[config.mk]
export PLATFORM = sky130hd
export DESIGN_NAME = pe_cfg_sequencer
export DESIGN_NICKNAME = d
export VERILOG_FILES = /design/src/rtl/pe_seq_pkg.sv /design/src/rtl/pe_cfg_slot.sv /design/src/rtl/pe_cfg_sequencer.sv
export SDC_FILE = /design/constraint.sdc
export NUM_CORES = 1
export LEC_CHECK = 0
export BUFFER_PORTS_ARGS = -buffer_cell sky130_fd_sc_hd__buf_2
export CORE_MARGIN = 4
export CORE_UTILIZATION = 53
export DETAILED_ROUTE_END_ITERATION = 10
export HOLD_SLACK_MARGIN = 0.15
export PLACE_DENSITY_LB_ADDON = 0.15
export SKIP_CTS_REPAIR_TIMING = 1
export SLEW_MARGIN = 40
export SYNTH_ARGS = -nofsm -noshare
export SYNTH_HDL_FRONTEND = slang
export SYNTH_HIERARCHICAL = 1
export SYNTH_SLANG_ARGS = --single-unit
[constraint.sdc]
create_clock -name clk -period 7.3 [get_ports clk]
set_clock_uncertainty 0.15 [all_clocks]
set_input_delay 1.46 -clock clk [delete_from_list [all_inputs] [get_ports clk]]
set_output_delay 1.46 -clock clk [all_outputs]
set_load 0.01 [all_outputs]
[src/rtl/pe_seq_pkg.sv]
// pe_seq_pkg: shared FSM states, stage indices and next-enabled-stage lookup for pe_cfg_sequencer
package pe_seq_pkg;
  typedef enum logic [2:0] {IDLE = 3'd0, DATA = 3'd1, WICP = 3'd2, TMPC = 3'd3, POST = 3'd4, DONE = 3'd5} state_t;
  localparam int STG_DATA = 0;
  localparam int STG_WICP = 1;
  localparam int STG_TMPC = 2;
  localparam int STG_POST = 3;
  // lowest enabled stage with index >= from, or DONE when none is left
  function automatic state_t next_stage(input logic [2:0] from, input logic [3:0] mask);
    next_stage = DONE;
    for (int i = 3; i >= 0; i--)
      if (i >= int'(from) && mask[i]) next_stage = state_t'(3'(i + 1));
  endfunction
endpackage

[src/rtl/pe_cfg_slot.sv]
// pe_cfg_slot: one-entry pending buffer for a config bundle
module pe_cfg_slot #(
  parameter int W = 8
) (
  input  logic         clk,
  input  logic         rst_n,
  input  logic         i_push,
  input  logic         i_pop,
  input  logic [W-1:0] i_d,
  output logic [W-1:0] o_d,
  output logic         o_full
);
  logic         r_full;
  logic [W-1:0] r_d;
  always_ff @(posedge clk) begin
    if (!rst_n) begin
      r_full <= 1'b0;
      r_d    <= '0;
    end else if (i_push) begin
      r_full <= 1'b1;
      r_d    <= i_d;
    end else if (i_pop) begin
      r_full <= 1'b0;
    end
  end
  assign o_d    = r_d;
  assign o_full = r_full;
endmodule

[src/rtl/pe_cfg_sequencer.sv]
// pe_cfg_sequencer: runs enabled PE stages DATA->WICP->TMPC->POST per config bundle.
// CFG_PREFETCH_EN adds a one-entry bundle buffer so the next run starts straight after DONE.
module pe_cfg_sequencer
  import pe_seq_pkg::*;
#(
  parameter int DATA_CWIDTH = 32,
  parameter int WICP_CWIDTH = 32,
  parameter int TMPC_CWIDTH = 32,
  parameter int POST_CWIDTH = 32,
  parameter int CNT_WIDTH   = 32
) (
  input  logic                   clk,
  input  logic                   rst_n,
  input  logic                   cfg_valid,
  output logic                   cfg_busy,
  input  logic [3:0]             cfg_mask,
  input  logic [DATA_CWIDTH-1:0] cfg_data_data,
  input  logic [WICP_CWIDTH-1:0] cfg_wicp_data,
  input  logic [TMPC_CWIDTH-1:0] cfg_tmpc_data,
  input  logic [POST_CWIDTH-1:0] cfg_post_data,
  output logic                   data_start,
  output logic                   wicp_start,
  output logic                   tmpc_start,
  output logic                   post_start,
  output logic [DATA_CWIDTH-1:0] data_cfg,
  output logic [WICP_CWIDTH-1:0] wicp_cfg,
  output logic [TMPC_CWIDTH-1:0] tmpc_cfg,
  output logic [POST_CWIDTH-1:0] post_cfg,
  input  logic                   data_done,
  input  logic                   wicp_done,
  input  logic                   tmpc_done,
  input  logic                   post_done,
  output logic                   seq_done,
  output logic [CNT_WIDTH-1:0]   last_cycles
);
  localparam int BW = 4 + DATA_CWIDTH + WICP_CWIDTH + TMPC_CWIDTH + POST_CWIDTH;
  state_t                 r_state, w_nxt;
  logic [3:0]             r_start, r_mask, w_done, w_start_nxt;
  logic                   r_seq_done, w_acc, w_launch, w_in_stage, w_done_act;
  logic [1:0]             w_idx;
  logic [CNT_WIDTH-1:0]   r_cnt, r_last, w_cnt_nxt;
  logic [DATA_CWIDTH-1:0] r_data_cfg;
  logic [WICP_CWIDTH-1:0] r_wicp_cfg;
  logic [TMPC_CWIDTH-1:0] r_tmpc_cfg;
  logic [POST_CWIDTH-1:0] r_post_cfg;
  logic [BW-1:0]          w_in, w_src;
  assign w_in   = {cfg_mask, cfg_post_data, cfg_tmpc_data, cfg_wicp_data, cfg_data_data};
  assign w_done = {post_done, tmpc_done, wicp_done, data_done};
  assign w_acc  = cfg_valid && !cfg_busy;
`ifdef CFG_PREFETCH_EN
  logic          w_full, w_hold;
  logic [BW-1:0] w_buf;
  assign w_hold   = r_state == IDLE || r_state == DONE;
  assign w_launch = w_hold && (w_full || w_acc);
  assign w_src    = w_full ? w_buf : w_in;
  assign cfg_busy = w_full;
  pe_cfg_slot #(.W(BW)) u_slot (
    .clk    (clk),
    .rst_n  (rst_n),
    .i_push (w_acc && !w_hold),
    .i_pop  (r_state == DONE && w_full),
    .i_d    (w_in),
    .o_d    (w_buf),
    .o_full (w_full)
  );
`else
  logic r_busy;
  assign w_launch = w_acc;
  assign w_src    = w_in;
  assign cfg_busy = r_busy;
  always_ff @(posedge clk) begin
    if (!rst_n) r_busy <= 1'b0;
    else r_busy <= w_nxt != IDLE;
  end
`endif
  always_comb begin
    w_idx      = 2'(3'(r_state) - 3'd1);
    w_in_stage = r_state inside {DATA, WICP, TMPC, POST};
    // a done coinciding with its own start pulse belongs to no live request
    w_done_act = w_in_stage && w_done[w_idx] && !r_start[w_idx];
    w_nxt      = w_launch ? next_stage(3'd0, w_src[BW-1 -: 4]) :
                 w_done_act ? next_stage(3'(w_idx) + 3'd1, r_mask) :
                 r_state == DONE ? IDLE : r_state;
    w_cnt_nxt  = w_launch ? CNT_WIDTH'(1) : r_cnt + CNT_WIDTH'(1);
    for (int i = 0; i < 4; i++)
      w_start_nxt[i] = 3'(w_nxt) == 3'(i + 1) && w_nxt != r_state;
  end
  always_ff @(posedge clk) begin
    if (!rst_n) begin
      r_state    <= IDLE;
      r_start    <= '0;
      r_seq_done <= 1'b0;
      r_mask     <= '0;
      r_cnt      <= '0;
      r_last     <= '0;
      r_data_cfg <= '0;
      r_wicp_cfg <= '0;
      r_tmpc_cfg <= '0;
      r_post_cfg <= '0;
    end else begin
      r_state    <= w_nxt;
      r_start    <= w_start_nxt;
      r_seq_done <= w_nxt == DONE;
      r_cnt      <= w_cnt_nxt;
      if (w_nxt == DONE) r_last <= w_cnt_nxt;
      if (w_launch) {r_mask, r_post_cfg, r_tmpc_cfg, r_wicp_cfg, r_data_cfg} <= w_src;
    end
  end
  assign data_start  = r_start[STG_DATA];
  assign wicp_start  = r_start[STG_WICP];
  assign tmpc_start  = r_start[STG_TMPC];
  assign post_start  = r_start[STG_POST];
  assign data_cfg    = r_data_cfg;
  assign wicp_cfg    = r_wicp_cfg;
  assign tmpc_cfg    = r_tmpc_cfg;
  assign post_cfg    = r_post_cfg;
  assign seq_done    = r_seq_done;
  assign last_cycles = r_last;
endmodule

# --- Yosys cells after proc, flatten, opt, wreduce, memory -nomap -nowiden ---
# Index checks and enable logic that the tools add are counted.
totals:
  ff_bits: 205
  input_bits: 139
  output_inout_bits: 166
  wordCells: 61
op_classes:
  n_addsub: 3
  order_cmp: 5
  n_eq_ne: 11
  muxes: 16
  n_reduce_logical: 15
ops:
  columns: ["cell", "count"]
  rows:
  - ["adder 32 x 1 -> 32 bit, second input constant", 1]
  - ["two-way mux 32 bit", 1]
  - ["two-way mux 3 bit", 9]
  - ["== test 3 x 2 -> 1 bit, second input constant", 4]
  - ["== test 3 bit, second input constant", 4]
  - ["logical AND 1 bit", 11]
  - ["== test 3 x 1 -> 1 bit, second input constant", 2]
  - ["greater-or-equal comparator 1 x 3 -> 1 bit, first input constant", 2]
  - ["greater-or-equal comparator 2 x 3 -> 1 bit, first input constant", 2]
  - ["binary-select mux 1 bit (select 2 bit)", 2]
  - ["two-way mux 1 bit", 4]
  - ["nonzero test 4 bit", 1]
  - ["adder 2 x 1 -> 3 bit, second input constant", 1]
  - ["< comparator 2 x 3 -> 1 bit, second input constant", 1]
  - ["!= test 3 bit", 1]
  - ["nonzero test 3 bit", 1]
  - ["logical NOT 1 bit", 2]
  - ["subtractor 2 x 1 -> 2 bit, second input constant", 1]

# --- Depth between registers and ports, before layout ---
logic_depth:
  ltp_word: 12
  ltp_mapped: 9
  ltp_nobuf: 8

# --- Worst setup path after synthesis ---
# Ideal clock, no wire load.
synth_timing:
  path_kind: "input to register"
  start: "in data_done"
  end: "reg r_last[10], in the netlist last_cycles[10]"
  setup_time_ns: 0.121
  t_arrival_ns: 3.266
  required_ns: 7.029
  slack_ns: 3.762
  path_stages: 7
  path_buffers: 1
  path_cell_list: "nor2b_1 > mux4_2 > a2111oi_4 > a221oi_4 > nor2_8 > buf_12 > mux2_4"
synth_via:
  elab_chain_cells: 7
synth_rtl:
  columns: ["element", "line_no", "rtl"]
  rows:
  - ["start: declaration", "pe_cfg_sequencer.sv:29", "input logic data_done,"]
  - ["binary-select mux 1 bit (select 2 bit)", "pe_cfg_sequencer.sv:80", "w_done_act = w_in_stage && w_done[w_idx] && !r_start[w_idx];"]
  - ["two-way mux 1 bit (not written as such)", "pe_cfg_sequencer.sv:80", null]
  - ["logical AND 1 bit (2 in a row)", "pe_cfg_sequencer.sv:80", null]
  - ["two-way mux 3 bit", "pe_cfg_sequencer.sv:82", "w_done_act ? next_stage(3'(w_idx) + 3'd1, r_mask) :"]
  - ["two-way mux 3 bit", "pe_cfg_sequencer.sv:81", "w_nxt = w_launch ? next_stage(3'd0, w_src[BW-1 -: 4]) :"]
  - ["== test 3 bit", "pe_cfg_sequencer.sv:105", "if (w_nxt == DONE) r_last <= w_cnt_nxt;"]
  - ["end signal: assignment", "pe_cfg_sequencer.sv:105", null]
  - ["end: declaration", "pe_cfg_sequencer.sv:41", "logic [CNT_WIDTH-1:0] r_cnt, r_last, w_cnt_nxt;"]
# No other way between the ends. The select of a mux whose other input is x is not followed.
# A chain may end at the register's enable or synchronous reset.

# --- Worst setup path after layout ---
layout_timing:
  start: "in data_done"
  end: "reg r_last[0], in the netlist last_cycles[0]"
# Same word-level chain as after synthesis.

==> out/results.ini <==
[status]
outcome=completed

[sta]
rsz0062_at_grt=no
slew_viol_final=0
fmax_mhz=271.7
fin_setup_tns_ns=0
relSlewSlack_pct=46.19
finalCritPeriodShare_pct=50.41
worstMarginPinSlew_ns=0.8071
setup_violations=0
hold_viol_final=0
post-route-min-period_ns=3.680
hold-worst-slack_ns=0.2990

[worst_hold_path]
min_path_cells=2
whs_endpoint=wicp_cfg[19]
min_path_type=register to register
hp-start=wicp_cfg[19]

[worst_setup_path]
critPathRequiredTime_ns=7.52
crit_buf_inv=1
critical_path_class=primary input to register
timing.rr.end=last_cycles[0]
cp-end-kind=register
reg2regPathDepth=7
path_cells=buf_2 -> nor2b_1 -> mux4_2 -> a2111oi_4 -> a221oi_4 -> nor2_8 -> mux2_2
arrival_ns=3.90
reg2reg_from=r_state[0]
crit_fanout=32
cpPeakStageDelay_ns=0.61
critPathTopFamily=multiplexers
ff2ff_setup_slack_ns=3.94
cp_slowest_cell=nor2_8
critPathLaunchType=primary input

[routing]
vias=6975
drc_errors=0
antenna_left=0
viasPerCell=5.065
drtPass1Iterations=5
post_drt_wl_per_cell_um=15.69
dr.first_iter.drc_count=335
routed_wl_mm=21.61

[yosys]
synthFlopType=dfxtp_1
ys_seq_area_share_pct=51.79
yosysUniqueCellTypes=48
synthAdderAreaFrac_pct=0.9474
synth_area_sq_um=7924
syn_inst=901
synth-edff-count=0
avgSynthCellArea_sq_um=8.795
synth.area.mux_share_pct=6.253
synth_common_cells=nand2_1, dfxtp_1, a21oi_1
syn_nets=1046
yosysMostFrequentCell=nand2_1
synthTopCellsByArea=dfxtp_1, nand2_1, a21oi_1
ys_ff_latch=205
synth_top_area_share_pct=51.79
yosys_warnings=6
synth_compound_area_share_pct=10.86
synthArstFlopShare_pct=0
synth_top_family_by_area=simple AND/OR/NAND/NOR gates
synth_area_leader_cell=dfxtp_1
synth-simple-area-share_pct=23.18
synth_xor_area_share_pct=3.095

[clock_network]
clk_latency_ns=0.49
cts_made_buffers=21
root_buffer=clkbuf_16
cts_num_sinks=205
tritoncts=yes
cts_buffer_depth=3
htreeDepth=1
clk_pin_slew_ns=0.06

[place]
io_buffers=304
dp_hpwl_mm=15.24
gp_congestion=0.9033

[floorplanning]
start_util_pct=54.31
io_pins=305
die_h_um=130.3
die_w_um=130.3
num_rows=44
fp.dieArea_sq_um=16970
coreArea_sq_um=14590

[pwr]
p_leak_nw=4.663
p_per_area_nw_per_um2=293.9
ir_worst_vdd_mv=0.2428

[cells_and_area]
fillCellCount=1222
drive_above_1_share_pct=33.14
finalNetCount=1323
area_delta_synth_final_pct=29.13

[global_routing]
antenna_found_initial=5
grtUsageTotal_pct=24.06
grt-ovfl-total=0
grt_max_degree=108
grt_pass1_vias=6652
grt_pass1_wl_mm=32.98

[job]
maxCapViolations=0

==> worst max path at each step <==
stage	cells past startpoint	to	start	slack, ns
6_report	7	last_cycles[0]	data_done	3.62
4_1_cts	7	last_cycles[31]	data_done	3.62
2_1_floorplan	7	last_cycles[10]	data_done	3.76
3_5_place_dp	7	last_cycles[31]	data_done	3.13
3_3_place_gp	7	last_cycles[0]	data_done	3.17
5_1_grt	7	last_cycles[31]	data_done	3.52
==> layout by cell type, fill, tap and decap left out, drive strengths merged, types with 3 or more instances in the layout <==
master / synthesis / routed
buf: 16 / 309
mux2: 32 / 32
nor2: 33 / 33
nor4: 7 / 7
nor2b: 9 / 9
nand4: 9 / 9
xnor2: 13 / 13
ha: 6 / 6
and2: 35 / 35
and4: 3 / 3
o21ai: 6 / 6
clkbuf: 39 / 31
nor3: 9 / 9
a21oi: 137 / 137
dfxtp: 205 / 205
xor2: 15 / 15
nand2: 282 / 282
and3: 4 / 4
bufinv: 0 / 3
nand3: 13 / 13
inv: 8 / 8
a311oi: 3 / 3
==> area by class of cell <==
class                           instances  area, sq um  share of cell area, %
Multi-Input combinational cell        633         3543                  34.63
Inverter                                8        32.53                 0.3179
Tap cell                              184        230.2                  2.250
Clock buffer                           31        613.1                  5.992
Sequential cell                       205         4104                  40.11
Clock inverter                          6        107.6                  1.052
Timing Repair Buffer                  309         1599                  15.63
Antenna cell                            1        2.502                0.02446
==> per-stage QoR <==
step | instances | setup slack, ns | area [sq um] | utilization, % | power [mW]
final | 1377 | 3.620 | 10230 | 70.14 | 3.007
after detailed placement | 1337 | 3.131 | 9462 | 64.85 | 1.909
after CTS | 1374 | 3.622 | 10180 | 69.79 | 3.022
after global placement | 1337 | 3.172 | 9439 | 64.70 | 1.900
after floorplan | 901 | 3.762 | 7924 | - | 1.717
after global routing | 1377 | 3.523 | 10230 | 70.14 | 3.147
==> cell families after synthesis <==
| family | count (synthesis) |
|---|---|
| DFF | 205 |
| xor gates and xnor gates | 28 |
| adders and majority gates | 6 |
| muxes | 33 |
| AOI/OAI and AO/OA | 153 |
| and+or+nand+nor | 413 |
| buffers and inverters | 63 |
==> flip-flops by register name, summed over array words and instances, names as in the netlist <==
name         flops
r_state          3
wicp_cfg        32
r_mask           4
data_cfg        32
seq_done         1
r_cnt           32
last_cycles     32
post_cfg        32
cfg_busy         1
r_start          4
tmpc_cfg        32
==> power by group <==
group	switching [mW]	internal [mW]	leakage (nW)
Combinational	0.382	0.237	2.64
Clock	0.425	0.686	0.351
Sequential	0.0586	1.22	1.67
==> worst reg2reg max path, delay by kind of cell (launching register included) <==
kind	cells	cell delay, ns
flip-flops	1	0.49
AND/OR/NAND/NOR	1	0.61
AO/OA/AOI/OAI	2	0.60
buffers and inverters	1	0.19
adder cells (fa/ha/maj)	1	0.38
multiplexers	2	0.84
==> routing by layer <==
layer,part of all wire (%),vias up,GRT usage (%)
met5,0.22,-,0
met4,3.7,8,8.802
met3,7.6,56,8.105
met2,50,221,41.55
met1,38,3178,27.73
li1,-,3512,-
Note: power is estimated with default switching activity, not from simulation.
